`src/rtl/carfield_pkg.sv`:
```
// ---------------------------------------------------------------------------
// carfield_pkg
// Shared definitions for the integer-cluster offload controller:
//   - IntClusterNumCores : default core count of the integer cluster
//   - IntClusterBootAddr : default cluster boot address (L2 port 1 base)
//   - offload_state_e    : 3-bit offload sequencer state, IDLE..DONE; the
//                          encoding is visible to the host via status_o
// ---------------------------------------------------------------------------
package carfield_pkg;

  localparam int unsigned IntClusterNumCores = 8;
  localparam logic [31:0] IntClusterBootAddr = 32'h7800_0000;

  typedef enum logic [2:0] {
    StIdle    = 3'd0,
    StSettle  = 3'd1,
    StRstHold = 3'd2,
    StDeiso   = 3'd3,
    StRun     = 3'd4,
    StDrain   = 3'd5,
    StDone    = 3'd6
  } offload_state_e;

endpackage

```
`src/rtl/carfield_intcluster_offload_ctrl.sv`:
```
// ---------------------------------------------------------------------------
// carfield_intcluster_offload_ctrl
// Sequences one offload on the integer cluster: ungate clock, let it settle,
// hold then release cluster reset, drop isolation, boot the selected cores,
// wait for end of computation, re-isolate, re-gate and raise a sticky IRQ.
//
// Optional feature macro: CARFIELD_INTCLUSTER_WDT_EN
//   When defined, a TimeoutWidth-bit watchdog runs in DEISO/RUN/DRAIN. At
//   all-ones it acts as an abort (DEISO/RUN) or forces DONE (DRAIN).
//   When undefined, those states wait indefinitely.
//
// Ports:
//   clk_i, rst_ni           clock, asynchronous active-low reset
//   launch_valid_i/ready_o  launch handshake (ready only in IDLE)
//   launch_boot_addr_i      entry point latched on launch
//   launch_core_mask_i      cores to enable (zero mask skips RUN)
//   abort_i                 host abort pulse
//   irq_clear_i             clears done_irq_o (loses against a DONE set)
//   cl_clk_en_o, cl_rst_no  cluster clock gate enable / reset
//   cl_isolate_o            AXI isolation request; cl_isolated_i its ack
//   cl_fetch_en_o           per-core fetch enable
//   cl_boot_addr_o          boot address to the cluster
//   cl_busy_i, cl_eoc_i     cluster busy / end of computation
//   done_irq_o              sticky completion interrupt
//   status_o                current state encoding
//   error_o                 sticky: abort or timeout in the last run
// ---------------------------------------------------------------------------
module carfield_intcluster_offload_ctrl
  import carfield_pkg::*;
#(
  parameter int unsigned          NumCores     = IntClusterNumCores,
  parameter int unsigned          AddrWidth    = 32,
  parameter logic [AddrWidth-1:0] BootAddrRst  = AddrWidth'(IntClusterBootAddr),
  parameter int unsigned          ClkSettleCyc = 4,
  parameter int unsigned          RstHoldCyc   = 8
`ifdef CARFIELD_INTCLUSTER_WDT_EN
  ,
  parameter int unsigned          TimeoutWidth = 24
`endif
) (
  input  logic                 clk_i,
  input  logic                 rst_ni,
  input  logic                 launch_valid_i,
  output logic                 launch_ready_o,
  input  logic [AddrWidth-1:0] launch_boot_addr_i,
  input  logic [NumCores-1:0]  launch_core_mask_i,
  input  logic                 abort_i,
  input  logic                 irq_clear_i,
  output logic                 cl_clk_en_o,
  output logic                 cl_rst_no,
  output logic                 cl_isolate_o,
  input  logic                 cl_isolated_i,
  output logic [NumCores-1:0]  cl_fetch_en_o,
  output logic [AddrWidth-1:0] cl_boot_addr_o,
  input  logic                 cl_busy_i,
  input  logic                 cl_eoc_i,
  output logic                 done_irq_o,
  output logic [2:0]           status_o,
  output logic                 error_o
);

  // Counters are loaded with N-1 so that a phase of N cycles ends when the
  // counter reads zero; width covers the larger of the two phases.
  localparam int unsigned CntMax   = (ClkSettleCyc > RstHoldCyc) ? ClkSettleCyc : RstHoldCyc;
  localparam int unsigned CntWidth = (CntMax > 1) ? $clog2(CntMax) : 1;

  offload_state_e       stateReg, stateNext;
  logic [CntWidth-1:0]  cntReg, cntNext;
  logic [AddrWidth-1:0] bootAddrReg, bootAddrNext;
  logic [NumCores-1:0]  maskReg, maskNext;
  logic [NumCores-1:0]  fetchEnReg, fetchEnNext;
  logic                 clkEnReg, clkEnNext;
  logic                 rstNReg, rstNNext;
  logic                 isolateReg, isolateNext;
  logic                 doneIrqReg, doneIrqNext;
  logic                 errorReg, errorNext;
  logic                 fire, abortHit, timeout;

  assign fire = launch_valid_i && (stateReg == StIdle);

`ifdef CARFIELD_INTCLUSTER_WDT_EN
  logic [TimeoutWidth-1:0] wdtReg, wdtNext;

  assign timeout = &wdtReg;

  // Cleared at launch and again when RUN is entered; saturates at all-ones
  // so a timeout seen in RUN still forces DONE once DRAIN is reached.
  always_comb begin
    wdtNext = wdtReg;
    if (fire || (stateReg == StDeiso && stateNext == StRun)) begin
      wdtNext = '0;
    end else if ((stateReg inside {StDeiso, StRun, StDrain}) && !timeout) begin
      wdtNext = wdtReg + 1'b1;
    end
  end

  always_ff @(posedge clk_i or negedge rst_ni) begin
    if (!rst_ni) wdtReg <= '0;
    else         wdtReg <= wdtNext;
  end
`else
  assign timeout = 1'b0;
`endif

  // Abort (or watchdog expiry) only matters before DRAIN; DRAIN/DONE ignore it.
  assign abortHit = (abort_i && (stateReg inside {StSettle, StRstHold, StDeiso, StRun})) ||
                    (timeout && (stateReg inside {StDeiso, StRun}));

  always_comb begin
    stateNext    = stateReg;
    cntNext      = cntReg;
    bootAddrNext = bootAddrReg;
    maskNext     = maskReg;
    fetchEnNext  = fetchEnReg;
    clkEnNext    = clkEnReg;
    rstNNext     = rstNReg;
    isolateNext  = isolateReg;
    errorNext    = errorReg;

    unique case (stateReg)
      StIdle: begin
        if (fire) begin
          bootAddrNext = launch_boot_addr_i;
          maskNext     = launch_core_mask_i;
          errorNext    = 1'b0;
          clkEnNext    = 1'b1;
          cntNext      = CntWidth'(ClkSettleCyc - 1);
          stateNext    = StSettle;
        end
      end
      StSettle: begin
        if (cntReg == '0) begin
          cntNext   = CntWidth'(RstHoldCyc - 1);
          stateNext = StRstHold;
        end else begin
          cntNext = cntReg - 1'b1;
        end
      end
      StRstHold: begin
        if (cntReg == '0) begin
          rstNNext    = 1'b1;
          isolateNext = 1'b0;
          stateNext   = StDeiso;
        end else begin
          cntNext = cntReg - 1'b1;
        end
      end
      StDeiso: begin
        if (!cl_isolated_i) begin
          if (maskReg != '0) begin
            fetchEnNext = maskReg;
            stateNext   = StRun;
          end else begin
            // Nothing to boot: go straight to re-isolation.
            isolateNext = 1'b1;
            stateNext   = StDrain;
          end
        end
      end
      StRun: begin
        if (cl_eoc_i) begin
          fetchEnNext = '0;
          isolateNext = 1'b1;
          stateNext   = StDrain;
        end
      end
      StDrain: begin
        if ((cl_isolated_i && !cl_busy_i) || timeout) begin
          rstNNext  = 1'b0;
          clkEnNext = 1'b0;
          stateNext = StDone;
        end
      end
      StDone: begin
        stateNext = StIdle;
      end
      default: begin
        stateNext = StIdle;
      end
    endcase

    if (abortHit) begin
      fetchEnNext = '0;
      isolateNext = 1'b1;
      errorNext   = 1'b1;
      stateNext   = StDrain;
    end
  end

  // Set is held for both the entry edge and the DONE cycle itself so that a
  // clear landing on either loses against the completion.
  always_comb begin
    doneIrqNext = doneIrqReg;
    if (stateNext == StDone || stateReg == StDone) begin
      doneIrqNext = 1'b1;
    end else if (irq_clear_i) begin
      doneIrqNext = 1'b0;
    end
  end

  always_ff @(posedge clk_i or negedge rst_ni) begin
    if (!rst_ni) begin
      stateReg    <= StIdle;
      cntReg      <= '0;
      bootAddrReg <= BootAddrRst;
      maskReg     <= '0;
      fetchEnReg  <= '0;
      clkEnReg    <= 1'b0;
      rstNReg     <= 1'b0;
      isolateReg  <= 1'b1;
      doneIrqReg  <= 1'b0;
      errorReg    <= 1'b0;
    end else begin
      stateReg    <= stateNext;
      cntReg      <= cntNext;
      bootAddrReg <= bootAddrNext;
      maskReg     <= maskNext;
      fetchEnReg  <= fetchEnNext;
      clkEnReg    <= clkEnNext;
      rstNReg     <= rstNNext;
      isolateReg  <= isolateNext;
      doneIrqReg  <= doneIrqNext;
      errorReg    <= errorNext;
    end
  end

  assign launch_ready_o = (stateReg == StIdle);
  assign cl_clk_en_o    = clkEnReg;
  assign cl_rst_no      = rstNReg;
  assign cl_isolate_o   = isolateReg;
  assign cl_fetch_en_o  = fetchEnReg;
  assign cl_boot_addr_o = bootAddrReg;
  assign done_irq_o     = doneIrqReg;
  assign error_o        = errorReg;
  assign status_o       = stateReg;

endmodule

```
`config.mk`:
```
export PLATFORM = sky130hd
export DESIGN_NAME = carfield_intcluster_offload_ctrl
export DESIGN_NICKNAME = d
export VERILOG_FILES = /design/src/rtl/carfield_pkg.sv /design/src/rtl/carfield_intcluster_offload_ctrl.sv
export SDC_FILE = /design/constraint.sdc
export NUM_CORES = 1
export LEC_CHECK = 0
export BUFFER_PORTS_ARGS = -buffer_cell sky130_fd_sc_hd__buf_2
export CAP_MARGIN = 20
export CELL_PAD_IN_SITES_DETAIL_PLACEMENT = 1
export CELL_PAD_IN_SITES_GLOBAL_PLACEMENT = 2
export CORE_ASPECT_RATIO = 2
export CORE_MARGIN = 2
export CORE_UTILIZATION = 30
export CTS_CLUSTER_DIAMETER = 120
export DETAILED_ROUTE_END_ITERATION = 6
export GPL_ROUTABILITY_DRIVEN = 0
export PLACE_DENSITY = 0.86
export RECOVER_POWER = 25
export SYNTH_ARGS = -nofsm -noshare
export SYNTH_HDL_FRONTEND = slang
export SYNTH_SLANG_ARGS = --single-unit
```
`constraint.sdc`:
```
create_clock -name clk_i -period 2.46 [get_ports clk_i]
set_input_delay 0.369 -clock clk_i [delete_from_list [all_inputs] [get_ports clk_i]]
set_output_delay 0.369 -clock clk_i [all_outputs]
set_load 0.05 [all_outputs]
```
==> impl_results.md, run 1 <==
* Status: complete, no violations
* Initial antenna violation count at 0
* Rows at 47
* H-Tree Depth at 3
* Postcts setup bufs at 0
* Worst Tran Pin Value at 0.678 ns
* CP startpoint kind: flip-flop
* Max Freq at a little under 500 MHz
* Layout cells sized above 1 at 55.0%
* Min Clock Period, post-route at 2.03 ns
* Cell taking the most area after synthesis: dfrtp_1
* RSZ-0062 raised after global routing: no
* Residual DRC at 0
* Internal power at 2.91 mW
* IO Count at 97
* Clk network pwr share at 20.3%
* Max incr delay on CP at around 0.55 ns
* Asr flop ratio synth at 100%
* Number of synthesized flops with an enable pin at 0
* CTS tree: built
* Synth Register Bits at 59
* # Max-Cap Violations at 0
* CP most frequent cell: inv_1
* Clock tree buffer depth at 2
* Count of cell types in the netlist at 39
* Root buffer cell: clkbuf_16
* Busiest grt layer: met2
* GR Util met1 at 16.6%
* Critical Path Fanout Max at 16
* Lkg Pwr at 1.66 nW
* Sequential fraction of design power at a little under a third
* Max-slew headroom at 54.8%
* Slowest-stage cell, CP: dfrtp_1
* Initial Util at 30.6%
* Top post-synthesis cells by area: dfrtp_1, mux2_2, dfstp_2
* GR Util met2 at 28.2%
* Vias in the first global route at 2248
* Worst skew pair latency at 0.33 ns
* Post-synthesis cell count at 193
* Worst path arrival time at 1.66 ns
* First-pass GRT wire length at 10800 µm
* Antenna cell count at 0
* Met3 GRT Util at ~4.3%
* Total gr overflow at 0
* Largest net degree at the start of global routing at 31
* DIE WIDTH at 68.8 µm
* Setup TNS at 0 ns
* Wire per inst at 16.8 µm
* Clk slew on worst S/H paths at about 0.05 ns
* Pwr Density at 1610 nW/µm²
* Worst Setup End Kind: output pin
* Logic pwr share at 48.0%
* CTS buffer count at 9
* Area of the mapped netlist at 2520 µm²
* Fraction of post-synthesis cell area in the top cell type by area at 53.6%
* Placed wire-length estimate at 5140 µm
* GRT Util Overall at 16.4%
* DR pass1 iterations at 4
* Tcrit/Tclk final at 82.4%
* Final instance area at 3400 µm²
* Most common cell in the netlist: dfrtp_1
* Vias per cell at about 5
* Total net switching power at 2.56 mW
* Antenna viol nets, final at 0
* Cell breakdown of the critical path: inv_1 -> nand3_1 -> inv_1 -> buf_2
* Initial DRC Count at 63
* Critical path class: flip-flop to output pin
* Min-delay worst type: input port to flip-flop
* Endpoints failing setup at 0
* Die Ht at 134 µm
* Most frequent cells after synthesis: dfrtp_1, mux2_2, a21oi_1
* Vias at 1966
* Layout area overhead at 34.9%
* Core footprint at slightly above 8000 µm²
* Post-DP Area at 3130 µm²
* Worst VDD drop at 692 µV
* Top_reg_cell synth: dfrtp_1
* Die area at 9190 µm²
* Register area share after synthesis at between 50% and 60%
* Critical Path RT at 2.09 ns
* Clk sink count at 59
* Net Count, Synth at 243
* Warnings from Yosys at 0
* Final WL at 6720 µm
* Filler cells at 935
* Skew final at 0.00632 ns
* Syn Area/Cell at 13.1 µm²
* Slew Limit Fails at 0
* Net Sw Frac at 46.7%
* Fin nets at 347
* Final Hold Violating Endpoints at 0
* PortBufs at between 90 and 100
-- critical path, delay by kind of cell, from the launching register on --
kind                   cells  cell delay [ns]
buffers and inverters      3             0.63
DFF                        1             0.55
and+or+nand+nor            1             0.16
-- through the flow --
stage                     utilization (%)  hold WS [ns]  worst slack (ns)  instances  power (mW)
after CTS                            41.4         0.258             0.428        400        5.55
after global routing                 41.3         0.264             0.344        400        5.76
after floorplan                         -        0.0734             0.113        193        3.71
after global placement               38.0         0.215             0.516        383        4.33
after detailed placement             38.0         0.222             0.472        383        4.40
final                                41.3         0.274             0.433        400        5.47
-- flip-flops by register name (all words and copies together), names as in the netlist --
| register | count |
|---|---|
| cl_boot_addr_o | 32 |
| cl_fetch_en_o | 8 |
| maskReg | 8 |
| cntReg | 3 |
| status_o | 3 |
| cl_clk_en_o | 1 |
| cl_isolate_o | 1 |
| cl_rst_no | 1 |
| done_irq_o | 1 |
| error_o | 1 |
-- routing by layer --
metal	wire length [µm]	share of wire (%)
met4	204	3.0
met3	306	4.6
met2	3920	58
met1	2300	34
met5	0	0
-- repair_timing --
action,in CTS,in global routing
endpoints found under the hold margin,6,0
gates resized for setup,0,0
hold buffers,1,0
-- cells by family after synthesis --
kind of cell	Yosys count	share of synthesized area [%]
AND/OR/NAND/NOR	32	7.20
multiplexers	41	18.3
adder cells (fa/ha/maj)	2	0.993
buffers and inverters	19	3.58
AO/OA/AOI/OAI	39	10.8
flip-flops	59	58.8
XOR/XNOR	1	0.348
-- path summary, 6_finish.rpt --
| path | to | from | slack (ns) | cells past startpoint |
|---|---|---|---|---|
| hold reg to reg | cl_clk_en_o | cl_clk_en_o | 0.47 | 1 |
| setup / recovery | launch_ready_o | status_o[1] | 0.43 | 4 |
| min in group asynchronous | status_o[2] | rst_ni | 0.49 | 2 |
| hold / removal | cl_boot_addr_o[4] | launch_boot_addr_i[4] | 0.27 | 2 |
| max in group asynchronous | cl_boot_addr_o[25] | rst_ni | 0.96 | 3 |
| setup reg to reg | cl_fetch_en_o[0] | maskReg[5] | 0.48 | 4 |
-- cells in the final DEF (no fill, tap or decap), types with 2 or more instances in the layout --
master      n
a21oi_1    11
a22o_1      8
a31oi_1     3
buf_2      95
buf_4       4
clkbuf_1    4
clkbuf_16   9
clkbuf_2    2
clkinv_2    3
dfrtp_1    54
dfstp_2     5
ha_1        2
inv_1       8
mux2_2     40
nand2_1     4
nand2b_1    6
nand3b_1    2
nor2_1      9
nor3_1      2
o21a_1      2
o21ai_0     4
o221ai_1    2
or4_1       2
-- power groups by stage --
stage	sequential, mW	clock [mW]	combinational, mW
floorplan	2.88	0	0.825
global placement	1.72	0	2.60
detailed placement	1.75	0	2.65
CTS	1.74	1.15	2.66
global route	1.80	1.18	2.78
finish	1.73	1.11	2.63
-- cell type report --
class	count	area [µm²]	area share, %
Tap cell	98	123	3.61
Clock buffer	13	250	7.36
Multi-Input combinational cell	115	948	27.9
Timing Repair Buffer	104	549	16.2
Sequential cell	59	1480	43.6
Inverter	8	30.0	0.884
Clock inverter	3	15.0	0.442
No activity file was read; power rests on OpenSTA's default activity.
==> inputs of run 2 (changes only) <==
==> constraint.sdc (replaced) <==
create_clock -name clk_i -period 2 [get_ports clk_i]
set_input_delay 0.3 -clock clk_i [delete_from_list [all_inputs] [get_ports clk_i]]
set_output_delay 0.3 -clock clk_i [all_outputs]
set_load 0.05 [all_outputs]
==> run 2 against run 1 <==
  * Clock skew decreased by 0.0029 ns
  * Clock-buffer cell count fell by 2
  * Flip-flop and latch count stayed put
  * Setup slack lost 0.36 ns
  * Sequential share of layout area shrank 1.2 points
  * Clock power up 58%
  * Hold slack worse by 0.063 ns
  * Core utilization up 1.3 points
  * Wire length shrank 4.0%
  * Sequential power is 21% higher
  * Register-to-register slack worse by 0.41 ns
==> impl_results.md, run 2 (synthesis results as in run 1) <==
* Antenna viol nets, final at 0 (unchanged)
* First-pass GRT wire length at 10600 µm (was 10800 µm)
* Vias per cell at 4.95 (was 4.92)
* DP Worst Slack at -0.0119 ns (was 0.472 ns)
* CP most frequent cell: or4_4 (was inv_1)
* Die area at 9190 µm² (unchanged)
* DIE WIDTH at 68.8 µm (unchanged)
* Max FFs per register at 32 (unchanged)
* # Max-Cap Violations at 0 (unchanged)
* Non-Filler Instances at 402 (was 400)
* Lkg Pwr at 1.65 nW (was 1.66 nW)
* Hold WS at 0.210 ns (was 0.274 ns)
* Critical path class: flip-flop to flip-flop (was flip-flop to output pin)
* DR pass1 iterations at 4 (unchanged)
* Initial antenna violation count at 0 (unchanged)
* Filler cells at 938 (was 935)
* Min-delay worst type: input port to flip-flop (unchanged)
* Finished Core Util at 42.5% (was 41.3%)
* Clock tree buffer depth at 2 (unchanged)
* Final Hold Violating Endpoints at 0 (unchanged)
* Critical Path RT at 2.20 ns (was 2.09 ns)
* Register area at 1490 µm² (was 1480 µm²)
* Skew final at 0.00340 ns (was 0.00632 ns)
* Slowest-stage cell, CP: or4_4 (was dfrtp_1)
* Min Clock Period, post-route at 1.93 ns
* Layout cells sized above 1 at 52.0% (was 55.0%)
* Endpoints failing setup at 0 (unchanged)
* Fin nets at 349 (was 347)
* Worst skew pair latency at 0.32 ns (was 0.33 ns)
* Worst Tran Pin Value at 0.609 ns (was 0.678 ns)
* Max Freq at 518 MHz
* Status: complete, no violations (unchanged)
* GRT Util Overall at 15.7% (was 16.4%)
* Pwr Density at 2030 nW/µm² (was 1610 nW/µm²)
* Most frequent cells in the layout: buf_2, dfrtp_1, mux2_2 (unchanged)
* PortBufs at 96 (unchanged)
* Core footprint at 8230 µm² (unchanged)
* Die Ht at 134 µm (unchanged)
* Initial DRC Count at 37 (was 63)
* Residual DRC at 0 (unchanged)
* Tcrit/Tclk final at 96.5%
* IO Count at 97 (unchanged)
* Initial Util at 30.6% (unchanged)
* H-Tree Depth at 3 (unchanged)
* Worst VDD drop at 939 µV (was 692 µV)
* CTS buffer count at 9 (unchanged)
* Placed cell count at 385 (was 383)
* CTS tree: built (unchanged)
* Cell breakdown of the critical path: or4_4 -> or4_4 -> and4_4 -> a22o_1 (was inv_1 -> nand3_1 -> inv_1 -> buf_2)
* Worst Slack Setup Final at 0.0702 ns (was 0.433 ns)
* Max incr delay on CP at 0.54 ns (was 0.55 ns)
* Max-slew headroom at 59.6% (was 54.8%)
* Largest net degree at the start of global routing at 25 (was 31)
* Placed wire-length estimate at 5000 µm (was 5140 µm)
* Antenna cell count at 0 (unchanged)
* Worst Setup End Kind: flip-flop (was output pin)
* Worst path arrival time at 2.13 ns (was 1.66 ns)
* Rows at 47 (unchanged)
* Slew Limit Fails at 0 (unchanged)
* Root buffer cell: clkbuf_16 (unchanged)
* Clk slew on worst S/H paths at 0.05 ns (about the same)
* Final WL at 6450 µm (was 6720 µm)
* Clk sink count at 59 (unchanged)
* Multi-input logic area at 957 µm² (was 948 µm²)
* Total gr overflow at 0 (unchanged)
* Commonest non-fill, non-tap cell in the layout: buf_2 (unchanged)
* Setup TNS at 0 ns (unchanged)
* Vias at 1989 (was 1966)
* CP startpoint kind: flip-flop (unchanged)
* Layout area overhead at 39.0% (was 34.9%)
* RSZ-0062 raised after global routing: no (unchanged)
* Vias in the first global route at 2194 (was 2248)
* Wire per inst at 16.1 µm (was 16.8 µm)
* Critical Path Fanout Max at 8 (was 16)
[run 2: changes by cell type in the layout (fill, tap and decap cells not counted), moves of 2 or more]
| cell | previous run | this run |
|---|---|---|
| dfrtp_1 | 54 | 52 |
| bufinv_16 | 0 | 3 |
| buf_2 | 95 | 78 |
| dfrtp_2 | 0 | 2 |
| clkbuf_1 | 4 | 19 |
| buf_4 | 4 | 7 |
| clkbuf_2 | 2 | 0 |
[run 2: stage by stage]
step	power (mW)	area, µm²
after global placement	5.36	3170
after detailed placement	5.45	3170
after CTS	7.26	3530
after global routing	7.48	3500
final	7.11	3500
after floorplan	4.60	2550
[run 2: final timing paths]
check	startpoint	end	slack [ns]	cells after the start
max	maskReg[5]	cl_fetch_en_o[7]	0.07	4
min	launch_boot_addr_i[5]	cl_boot_addr_o[5]	0.21	2
max reg2reg	maskReg[5]	cl_fetch_en_o[7]	0.07	4
min reg2reg	cl_clk_en_o	cl_clk_en_o	0.49	1
max in group asynchronous	rst_ni	cl_boot_addr_o[27]	0.79	3
min in group asynchronous	rst_ni	status_o[2]	0.50	2
[run 2: layout make-up]
type | instances | share of cell area [%]
sequential | 59 | 42.4
clock buffer | 11 | 6.93
multi-input combinational | 115 | 27.3
inverter | 8 | 0.965
clock inverter | 5 | 2.86
tap | 98 | 3.50
timing repair buffer | 106 | 16.0
[run 2: report_power, final]
group | switching (mW) | internal (mW) | total (mW)
logic | 2.32 | 0.943 | 3.26
clock network | 0.506 | 1.24 | 1.75
registers | 0.327 | 1.77 | 2.09
total | 3.15 | 3.95 | 7.11
[run 2: metal layers]
layer / share of wire, % / wire, µm / vias to the layer above / GRT usage [%]
met5: 0 / 0 / - / 0
met1: 36 / 2320 / 997 / 16.2
met3: 5.6 / 360 / 14 / 4.65
met2: 56 / 3590 / 69 / 27.6
li1: - / - / 909 / -
met4: 2.9 / 186 / 0 / 7.41
[run 2: repair_timing]
action / CTS / global route
hold buffers: 1 / 0
setup endpoints to repair: 8 / 8
setup buffers: 0 / 0
pin swaps: 0 / 1
endpoints found under the hold margin: 22 / 0
gates resized for setup: 1 / 0
[run 2: worst max-delay path: cells and delay by family (launching register included)]
family,cells,cell delay (ns)
AO/OA/AOI/OAI,1,0.19
flip-flops,1,0.39
AND/OR/NAND/NOR,3,1.24
